===== src/rtl/apb_master_arb.sv =====
// apb_master_arb: two-requester round-robin arbiter in front of a single APB
// master. Each accepted request runs one SETUP + ACCESS sequence on the bus
// and returns a one-cycle completion pulse to the requester that owned it.
// Optional feature: define APB_TIMEOUT_EN to abort ACCESS phases that wait
// longer than TIMEOUT_CYCLES for pready (the abort reports rsp_err=1).
module apb_master_arb #(
  parameter int ADDR_WIDTH     = 32,
  parameter int DATA_WIDTH     = 32,
  parameter int TIMEOUT_CYCLES = 16
) (
  input  logic                    pclk,
  input  logic                    preset,
  input  logic [1:0]              req_valid,
  output logic [1:0]              req_ready,
  input  logic [1:0]              req_write,
  input  logic [2*ADDR_WIDTH-1:0] req_addr,
  input  logic [2*DATA_WIDTH-1:0] req_wdata,
  output logic [1:0]              rsp_valid,
  output logic [DATA_WIDTH-1:0]   rsp_rdata,
  output logic                    rsp_err,
  output logic                    psel,
  output logic                    penable,
  output logic                    pwrite,
  output logic [ADDR_WIDTH-1:0]   paddr,
  output logic [DATA_WIDTH-1:0]   pwdata,
  input  logic [DATA_WIDTH-1:0]   prdata,
  input  logic                    pready,
  input  logic                    pslverr
);

  typedef enum logic [1:0] {
    ST_IDLE   = 2'd0,
    ST_SETUP  = 2'd1,
    ST_ACCESS = 2'd2
  } state_e;

  state_e                  state_q;
  logic                    prio_q;     // requester that wins when both ask
  logic                    grant_q;    // owner of the transfer in flight
  logic                    psel_q;
  logic                    penable_q;
  logic                    pwrite_q;
  logic [ADDR_WIDTH-1:0]   paddr_q;
  logic [DATA_WIDTH-1:0]   pwdata_q;
  logic [1:0]              rsp_valid_q;
  logic [DATA_WIDTH-1:0]   rsp_rdata_q;
  logic                    rsp_err_q;

  logic                    accept_d;
  logic                    grant_d;
  logic [1:0]              req_ready_d;
  logic                    sel_write_d;
  logic [ADDR_WIDTH-1:0]   sel_addr_d;
  logic [DATA_WIDTH-1:0]   sel_wdata_d;

`ifdef APB_TIMEOUT_EN
  localparam int TMO_W = (TIMEOUT_CYCLES < 2) ? 1 : $clog2(TIMEOUT_CYCLES);
  localparam logic [TMO_W-1:0] TMO_LAST = TMO_W'(TIMEOUT_CYCLES - 1);
  logic [TMO_W-1:0]        tmo_cnt_q;
`endif

  // Round-robin pick in IDLE; the accept strobe is combinational so the
  // requester sees it in the same cycle its request is captured.
  always_comb begin
    accept_d    = 1'b0;
    grant_d     = 1'b0;
    req_ready_d = 2'b00;
    if ((state_q == ST_IDLE) && !preset) begin
      case (req_valid)
        2'b01: begin
          accept_d = 1'b1;
          grant_d  = 1'b0;
        end
        2'b10: begin
          accept_d = 1'b1;
          grant_d  = 1'b1;
        end
        2'b11: begin
          accept_d = 1'b1;
          grant_d  = prio_q;
        end
        default: begin
          accept_d = 1'b0;
          grant_d  = 1'b0;
        end
      endcase
      if (accept_d) begin
        req_ready_d = grant_d ? 2'b10 : 2'b01;
      end else begin
        req_ready_d = 2'b00;
      end
    end else begin
      req_ready_d = 2'b00;
    end
  end

  // Select the granted requester's command fields.
  always_comb begin
    if (grant_d) begin
      sel_write_d = req_write[1];
      sel_addr_d  = req_addr[2*ADDR_WIDTH-1:ADDR_WIDTH];
      sel_wdata_d = req_wdata[2*DATA_WIDTH-1:DATA_WIDTH];
    end else begin
      sel_write_d = req_write[0];
      sel_addr_d  = req_addr[ADDR_WIDTH-1:0];
      sel_wdata_d = req_wdata[DATA_WIDTH-1:0];
    end
  end

  // Transfer FSM with all bus and response outputs registered.
  always_ff @(posedge pclk) begin
    if (preset) begin
      state_q     <= ST_IDLE;
      prio_q      <= 1'b0;
      grant_q     <= 1'b0;
      psel_q      <= 1'b0;
      penable_q   <= 1'b0;
      pwrite_q    <= 1'b0;
      paddr_q     <= {ADDR_WIDTH{1'b0}};
      pwdata_q    <= {DATA_WIDTH{1'b0}};
      rsp_valid_q <= 2'b00;
      rsp_rdata_q <= {DATA_WIDTH{1'b0}};
      rsp_err_q   <= 1'b0;
`ifdef APB_TIMEOUT_EN
      tmo_cnt_q   <= {TMO_W{1'b0}};
`endif
    end else begin
      rsp_valid_q <= 2'b00;
      case (state_q)
        ST_IDLE: begin
          if (accept_d) begin
            grant_q   <= grant_d;
            prio_q    <= ~grant_d;
            pwrite_q  <= sel_write_d;
            paddr_q   <= sel_addr_d;
            pwdata_q  <= sel_wdata_d;
            psel_q    <= 1'b1;
            penable_q <= 1'b0;
            state_q   <= ST_SETUP;
          end else begin
            psel_q    <= 1'b0;
            penable_q <= 1'b0;
          end
        end
        ST_SETUP: begin
          psel_q    <= 1'b1;
          penable_q <= 1'b1;
          state_q   <= ST_ACCESS;
`ifdef APB_TIMEOUT_EN
          tmo_cnt_q <= {TMO_W{1'b0}};
`endif
        end
        ST_ACCESS: begin
          if (pready) begin
            psel_q      <= 1'b0;
            penable_q   <= 1'b0;
            rsp_valid_q <= grant_q ? 2'b10 : 2'b01;
            rsp_rdata_q <= pwrite_q ? {DATA_WIDTH{1'b0}} : prdata;
            rsp_err_q   <= pslverr;
            state_q     <= ST_IDLE;
`ifdef APB_TIMEOUT_EN
          end else if (tmo_cnt_q == TMO_LAST) begin
            // Slave never answered: give up and report an error.
            psel_q      <= 1'b0;
            penable_q   <= 1'b0;
            rsp_valid_q <= grant_q ? 2'b10 : 2'b01;
            rsp_rdata_q <= {DATA_WIDTH{1'b0}};
            rsp_err_q   <= 1'b1;
            state_q     <= ST_IDLE;
            tmo_cnt_q   <= {TMO_W{1'b0}};
          end else begin
            tmo_cnt_q   <= tmo_cnt_q + TMO_W'(1);
`else
          end else begin
            psel_q      <= 1'b1;
            penable_q   <= 1'b1;
`endif
          end
        end
        default: begin
          psel_q    <= 1'b0;
          penable_q <= 1'b0;
          state_q   <= ST_IDLE;
        end
      endcase
    end
  end

  assign req_ready = req_ready_d;
  assign rsp_valid = rsp_valid_q;
  assign rsp_rdata = rsp_rdata_q;
  assign rsp_err   = rsp_err_q;
  assign psel      = psel_q;
  assign penable   = penable_q;
  assign pwrite    = pwrite_q;
  assign paddr     = paddr_q;
  assign pwdata    = pwdata_q;

endmodule


===== config.mk =====
export PLATFORM = sky130hd
export DESIGN_NAME = apb_master_arb
export DESIGN_NICKNAME = d
export VERILOG_FILES = /design/src/rtl/apb_master_arb.sv
export SDC_FILE = /design/constraint.sdc
export NUM_CORES = 1
export LEC_CHECK = 0
export CORE_AREA = 2 2 114 116
export CTS_BUF_LIST = sky130_fd_sc_hd__clkbuf_8
export DETAILED_ROUTE_END_ITERATION = 10
export DIE_AREA = 0 0 116 118
export PLACE_DENSITY = 0.75
export SKIP_CTS_REPAIR_TIMING = 1
export SYNTH_ARGS = -nofsm -noshare
export SYNTH_HDL_FRONTEND = slang
export SYNTH_SLANG_ARGS = --single-unit

===== constraint.sdc =====
create_clock -name pclk -period 1.7 [get_ports pclk]
set_clock_uncertainty 0.15 [all_clocks]
set_input_delay 0.34 -clock pclk [delete_from_list [all_inputs] [get_ports pclk]]
set_output_delay 0.34 -clock pclk [all_outputs]
set_load 0.01 [all_outputs]

==> summary.md, run 1 <==
| Metric | Value |
|---|---|
| Status | finished with violations |
| Failing checks | setup timing |
| Fmax | 518 MHz |
| Number of synthesized flops with an enable pin | 0 |
| Detailed placer's ending HPWL | 10.4 mm |
| Core Region | 12400 µm² |
| CP required | approximately 1.8 ns |
| Chip height | approximately 120 µm |
| Post-DRT Antenna Nets | 0 |
| HP Start | rsp_err$_SDFFE_PP0P_ |
| Num CTS Buffers | 9 |
| Min Hold Slack | 0.309 ns |
| Pin count of the biggest net entering global routing | 78 |
| Clock tree root buffer cell | clkbuf_8 |
| Crit path DAT | between 2 and 2.5 ns |
| Async set or reset register ratio after synthesis | 0% |
| Tmin final | 1.93 ns |
| First-pass GRT wire length | 22.3 mm |
| Hold path endpoint | rsp_err$_SDFFE_PP0P_ |
| Worst R2R Path Depth | 9 |
| TNS Setup | -5.99 ns |
| Slowest-stage cell, CP | dfxtp_2 |
| Worst-path clk slew | 0.10 ns |
| Crit path capture type | flip-flop |
| Synth Cell Area | 4140 µm² |
| Filler cell count | 1021 |
| Vias in the first global route | ~4500 |
| GRT Overall Usage | 20.5% |
| Top-Level Pins | 272 |
| Most frequent cells in the layout | clkdlybuf4s50_1 (166), dfxtp_1 (104), dlymetal6s2s_1 (102) |
| Initial Util | 33.4% |
| Wire per inst | 17.3 µm |
| Final WS setup | -0.230 ns |
| Critical path class | reg2reg |
| Startpoint types | flip-flop |
| Initial antenna violation count | 0 |
| Yosys cell types | 32 |
| Final #Nets | 897 |
| R2R setup slack | -0.23 ns |
| Top cell type's share of synthesized area | 51.2% |
| N_diodes | 0 |
| Mapped Cells | around 450 |
| Hold crit path type | reg2reg |
| Synth area leader | dfxtp_1 |
| Flops & latches, synth | 106 |
| Hold Vio Cnt, Final | 0 |
| Mapped Nets | 619 |
| Ordered cell list for the critical path | inv_2, ha_4, nor2b_4, buf_4, buf_4, o21ai_4, buf_12, a22oi_1, a21oi_1 |
| Via density per instance | between 5 and 6 |
| Starting DRT DRC Count | 211 |
| DRC | 0 |
| WHS Path Cells | 2 |
| Crit-path max cell delay | around 0.34 ns |
| Worst-case clock buffer depth | 2 |
| Fin crit share | 114% |
| Ys Warns | 0 |
| Worst-skew pair later-pin latency | between 0.3 and 0.4 ns |
| Maxcap violations | 0 |
| Drt pass-1 iters | 4 |
| TritonCTS Sinks | 106 |
| Register area share after synthesis | between 50% and 60% |
| Max IR drop VDD | 0.000429 V |
| Synth Area per Inst | 9.29 µm² |
| Critical Path Fanout Max | 32 |
| H-Tree Depth | 3 |
| Chip Width | 116 µm |
| Worst R2R Start | state_q[1]$_SDFFE_PP0P_ |
| GPL Wtd Cong | 0.802 |
| Die area | 13700 µm² |
| Relative slew slack | between 40% and 50% |
| Leak pwr | 4.56 nW |
| Commonest non-fill, non-tap cell in the layout | clkdlybuf4s50_1 |
| Drt total wl | around 16 mm |
| CTS tree | yes |
| Grt ovf | 0 |
| Final Max Tran Viols | 0 |
| Setup Viol. Count Final | 66 |
| # rows | roughly 40 |
| Area grow syn2layout | 91.6% |
| Main synth FF type | dfxtp_1 |
| Worst-margin pin slew | 0.809 ns |
| Final core occ | 63.9% |
| Port bufs | around 270 |
| Cell Pwr Density | 793 nW/µm² |
| Routed vias | 4547 |
| Top cell by count, worst path | buf_4 |
| Top post-synthesis cells by area | dfxtp_1 (51%), nand3_1 (8.6%), a22o_1 (6.8%) |
| RSZ-0062 raised after global routing | yes |
| Layout cells sized above 1 | ~11% |
| Worst R2R End | pwdata[5]$_SDFFE_PP0P_ |
-- stage by stage --
step | power (mW) | std cells | instance area, µm² | worst slack (ns)
after floorplan | 3.48 | 446 | 4160 | 0.00615
after global placement | 4.48 | 874 | 7150 | -0.503
after detailed placement | 4.52 | 874 | 7150 | -0.548
after CTS | 6.28 | 890 | 7380 | -0.706
after global routing | 6.61 | 901 | 7940 | -0.280
final | 6.30 | 901 | 7940 | -0.230
-- worst max-delay path: cells and delay by family, from the launching register on --
kind,cells,cell delay [ns]
buffers and inverters,4,0.48
AOI/OAI and AO/OA,3,0.47
DFF,1,0.34
and+or+nand+nor,1,0.19
adders and majority gates,1,0.14
-- power by group --
part           switching (mW)  internal [mW]  total (mW)  leakage [nW]
logic                   0.707           1.00        1.71          3.58
registers               0.116           2.71        2.82         0.870
clock network           0.894          0.873        1.77         0.112
total                    1.72           4.58        6.30          4.56
-- cell type report --
class / count / area (µm²) / area share, %
clock buffers: 10 / 138 / 1.73
well taps: 172 / 215 / 2.71
flip-flops and latches: 106 / 2120 / 26.8
inverters: 4 / 17.5 / 0.221
repair buffers: 306 / 3450 / 43.5
clock inverters: 6 / 90.1 / 1.13
multi-input cells: 297 / 1900 / 23.9
-- layer usage --
| layer | global-route usage (%) | routed length, µm |
|---|---|---|
| met1 | 22.5 | 6070 |
| met2 | 37.1 | 8010 |
| met3 | 5.05 | 1080 |
| met4 | 7.96 | 448 |
| met5 | 0 | 0 |
-- cells by family (layout without fill, tap and decap cells) --
kind of cell	count (synthesis)	count (layout)	share of synthesized area (%)
AO/OA/AOI/OAI	104	104	18.7
flip-flops	106	106	51.2
AND/OR/NAND/NOR	188	188	23.3
adder cells (fa/ha/maj)	5	5	1.51
buffers and inverters	43	326	5.22
-- flip-flops by register name (all words and copies together), names as in the netlist --
name,count
pwrite,1
grant_q,1
psel,1
prio_q,1
rsp_rdata,32
state_q,2
pwdata,32
rsp_valid,2
penable,1
rsp_err,1
paddr,32
-- worst max-delay path by stage --
stage	from	to	slack, ns	cells past startpoint
final	state_q[1]$_SDFFE_PP0P_	pwdata[5]$_SDFFE_PP0P_	-0.23	9
after global routing	state_q[1]$_SDFFE_PP0P_	req_ready[1]	-0.28	6
after CTS	state_q[0]$_SDFFE_PP0P_	req_ready[0]	-0.71	5
after detailed placement	req_valid[0]	pwdata[5]$_SDFFE_PP0P_	-0.55	8
after global placement	req_valid[0]	req_ready[1]	-0.50	5
after floorplan	state_q[0]$_SDFFE_PP0P_	req_ready[0]	0.006	6
-- cell usage after synthesis (all sizes together), types with 2 or more instances --
cell type and n:
clkbuf 14, nor2b 2, nand3 72, ha 5, nand3b 35, nor3b 2, inv 4, buf 25
a21oi 33, nor2 4, o21a 2, nand2 69, a22oi 30, dfxtp 106, o21ai 3, a22o 32
nor3 2
(Power assumes the default switching activity.)
==> run 2: changes to the inputs <==
- CORE_AREA: 2 2 114 116 -> 2 2 106 108
- DIE_AREA: 0 0 116 118 -> 0 0 108 110
- DONT_BUFFER_PORTS: unset -> 1
- PLACE_DENSITY: 0.75 -> unset
- PLACE_DENSITY_LB_ADDON: unset -> 0.15
==> run 2 against run 1 <==
Effect of this change: the run now fails in global routing; synthesized cell count stayed put; area after synthesis is the same.
==> summary.md, run 2 <==
| Metric | Value |
|---|---|
| Ys Warns | 0 (unchanged) |
| Simple-Gate Fraction of Synth Area | 23.3% (unchanged) |
| Synth cell count leaders | dfxtp_1 (106), nand3_1 (71), nand2_1 (69), nand3b_1 (35), a22o_1 (32) |
| Stage reached | global routing |
| Top cell type's share of synthesized area | 51.2% (unchanged) |
| GPL Wtd Cong | 0.766 (-4.5%) |
| Pin count of the biggest net entering global routing | 79 |
| Initial Util | 38.7% (+5.4 points) |
| # rows | 38 (-7.3%) |
| Worst-case clock buffer depth | 2 (unchanged) |
| Synth Cell Area | 4140 µm² (unchanged) |
| Mapped Nets | 619 (unchanged) |
| Status | aborted with a tool error |
| Register area share after synthesis | 51.2% (unchanged) |
| Crit. endpoint post-GRT repair | req_ready[0] |
| TritonCTS Sinks | 106 (unchanged) |
| Num CTS Buffers | 9 (unchanged) |
| Chip Width | 108 µm (-6.9%) |
| Main synth FF type | dfxtp_1 |
| Tool error | [ERROR RSZ-0060] Max buffer count reached. |
| Port bufs | 0 (-100%) |
| Clock tree root buffer cell | clkbuf_8 |
| Top-Level Pins | 272 (unchanged) |
| Yosys cell types | 32 (unchanged) |
| Mapped Cells | 446 (unchanged) |
| WEP type | primary output |
| Top post-synthesis cells by area | dfxtp_1 (51%), nand3_1 (8.6%), a22o_1 (6.8%) |
| Detailed placer's ending HPWL | 7.99 mm (-23%) |
| Most frequent cell after synthesis | dfxtp_1 |
| Chip height | 110 µm (-6.8%) |
| Synth area leader | dfxtp_1 |
| Flops & latches, synth | 106 (unchanged) |
| Mux contribution to synthesized area | 0% (unchanged) |
| Number of synthesized flops with an enable pin | 0 (unchanged) |
| Main combinational cell family by area after synthesis | simple AND/OR/NAND/NOR gates |
| Post-Synth Adder-Cell Area | 1.51% (unchanged) |
| H-Tree Depth | 3 (unchanged) |
| Xor/xnor cell area share of the yosys netlist | 0% (unchanged) |
| Synth Area in Compound Gates | 18.7% (unchanged) |
| Async set or reset register ratio after synthesis | 0% (unchanged) |
| Synth Area per Inst | 9.29 µm² (unchanged) |
-- run 2: cell counts after synthesis --
No cell type changed its count.
-- run 2: cells by family after synthesis --
group           count (synthesis)
simple gates                  188
compound gates                104
fa+ha+maj                       5
flops                         106
buf+inv                        43
-- run 2: through the flow --
step | hold slack [ns] | cell area (µm²) | cells | setup TNS [ns] | worst slack [ns]
CTS | -0.139 | 4610 | 581 | -0.732 | -0.383
detailed placement | 0.260 | 4390 | 565 | 0 | 0.0249
global placement | 0.260 | 4390 | 565 | 0 | 0.0510
floorplan | 0.267 | 4160 | 446 | 0 | 0.00615
==> run 3: changes to the inputs <==
- CORE_AREA: 2 2 106 108 -> 2 2 105 107
- CTS_BUF_LIST: sky130_fd_sc_hd__clkbuf_8 -> unset
- DIE_AREA: 0 0 108 110 -> 0 0 107 109
- clock period: 1.7 -> 2.2 ns (I/O delays scaled with it)
==> run 3 against run 2 <==
Effect of this change: the run now ends clean.
==> summary.md, run 3 (synthesis results as in run 1) <==
| Metric | Value |
|---|---|
| Worst-margin pin slew | 0.449 ns |
| Via density per instance | between 5 and 6 |
| Clock tree root buffer cell | clkbuf_8 |
| Top-Level Pins | 272 (unchanged) |
| Area grow syn2layout | 11.7% |
| Layout cells sized above 1 | 13.0% |
| Hold crit path type | in2reg |
| Startpoint types | flip-flop |
| Critical Path Fanout Max | 8 |
| First-pass GRT wire length | approximately 17 mm |
| Post-DRT Antenna Nets | 0 |
| Commonest non-fill, non-tap cell in the layout | dfxtp_1 |
| Relative slew slack | 69.9% |
| Initial antenna violation count | 0 |
| Maxcap violations | 0 |
| N_diodes | 0 |
| Worst R2R Path Depth | 8 |
| Worst-case clock buffer depth | 2 (unchanged) |
| Core Region | about 11000 µm² |
| Most frequent cells in the layout | dfxtp_1 (104), nand3_1 (71), nand2_1 (69) |
| Setup Viol. Count Final | 0 |
| Chip Width | 107 µm (-0.93%) |
| CTS tree | yes |
| Pin count of the biggest net entering global routing | slightly below 80 |
| Max IR drop VDD | 0.000349 V |
| Worst-skew pair later-pin latency | 0.36 ns |
| Final #Nets | 614 |
| Crit path capture type | output port |
| Drt pass-1 iters | 5 |
| Placed insts | 559 (-1.1%) |
| Worst-path clk slew | between 0.1 and 0.15 ns |
| Status | complete, no violations |
| Critical path class | reg2out |
| Grt ovf | 0 |
| Wire per inst | 20.3 µm |
| Filler cell count | 1024 |
| Port bufs | 0 (unchanged) |
| Final Max Tran Viols | 0 |
| Fin crit share | 97.0% |
| DRC | 0 |
| Initial Util | 39.1% (+0.35 points) |
| Hold Vio Cnt, Final | 0 |
| Vias in the first global route | roughly 3200 |
| GRT Overall Usage | a little under a fifth |
| Chip height | 109 µm (-0.91%) |
| Detailed placer's ending HPWL | 7.82 mm (-2.1%) |
| Tmin final | 2.13 ns |
| Finished Layout Cells | 586 |
| Starting DRT DRC Count | 223 |
| Drt total wl | 11.9 mm |
| GPL Wtd Cong | 0.757 (-1.1%) |
| CP required | 1.61 ns |
| WHS Path Cells | 2 |
| Cell Pwr Density | between 800 and 900 nW/µm² |
| Crit path DAT | 1.54 ns |
| Die area | 11700 µm² |
| Pwr Total | around 4.1 mW |
| Num CTS Buffers | 9 (unchanged) |
| Leak pwr | 1.73 nW |
| H-Tree Depth | 3 (unchanged) |
| RSZ-0062 raised after global routing | no |
| # rows | 38 (unchanged) |
| Fmax | roughly 470 MHz |
| TritonCTS Sinks | 106 (unchanged) |
| Routed vias | 3384 |
## run 3: critical path: stages, from the launching register on
cell,delay (ns)
dfxtp_2,0.34
inv_2,0.09
ha_4,0.14
nor2b_4,0.22
and3_4,0.25
buf_12,0.14
## run 3: layout make-up
type / instances / area, µm² / share of cell area [%]
sequential: 106 / 2130 / 46.0
multi-input combinational: 297 / 1840 / 39.7
timing repair buffer: 23 / 260 / 5.62
tap: 140 / 175 / 3.79
clock buffer: 10 / 138 / 2.97
clock inverter: 6 / 73.8 / 1.60
inverter: 4 / 15.0 / 0.324
## run 3: through the flow
| stage | util [%] | worst slack [ns] | TNS [ns] | cell area (µm²) | hold WS (ns) |
|---|---|---|---|---|---|
| floorplan | - | 0.288 | 0 | 4140 | 0.267 |
| global placement | 40.2 | 0.350 | 0 | 4260 | 0.305 |
| detailed placement | 40.2 | 0.260 | 0 | 4260 | 0.317 |
| CTS | 42.2 | -0.127 | -0.127 | 4470 | -0.0463 |
| global route | 43.6 | 0.00512 | 0 | 4630 | 0.00949 |
| finish | 43.6 | 0.0665 | 0 | 4630 | 0.0435 |
## run 3: report_power, final
group,internal [mW],leakage (nW),switching (mW)
combinational,0.236,0.752,0.293
sequential,2.09,0.870,0.204
clock,0.570,0.107,0.684
## run 3: worst paths after layout
check        slack, ns                       to                    start
min               0.04   paddr[29]$_SDFFE_PP0P_             req_addr[61]
max               0.07             req_ready[0]  state_q[1]$_SDFFE_PP0P_
max reg2reg       0.32  pwdata[18]$_SDFFE_PP0P_  state_q[1]$_SDFFE_PP0P_
min reg2reg       0.33  rsp_valid[0]$_SDFF_PP0_     grant_q$_SDFFE_PP0P_
## run 3: layer usage
metal  wire length [µm]  GRT usage (%)  share of wire (%)  vias up
met5                  0              0                  0        -
met4                242           7.51                2.0        0
met3               1070           6.81                9.0       18
met2               5930           31.8                 50      191
met1               4630           20.5                 39     1592
li1                   -              -                  -     1583
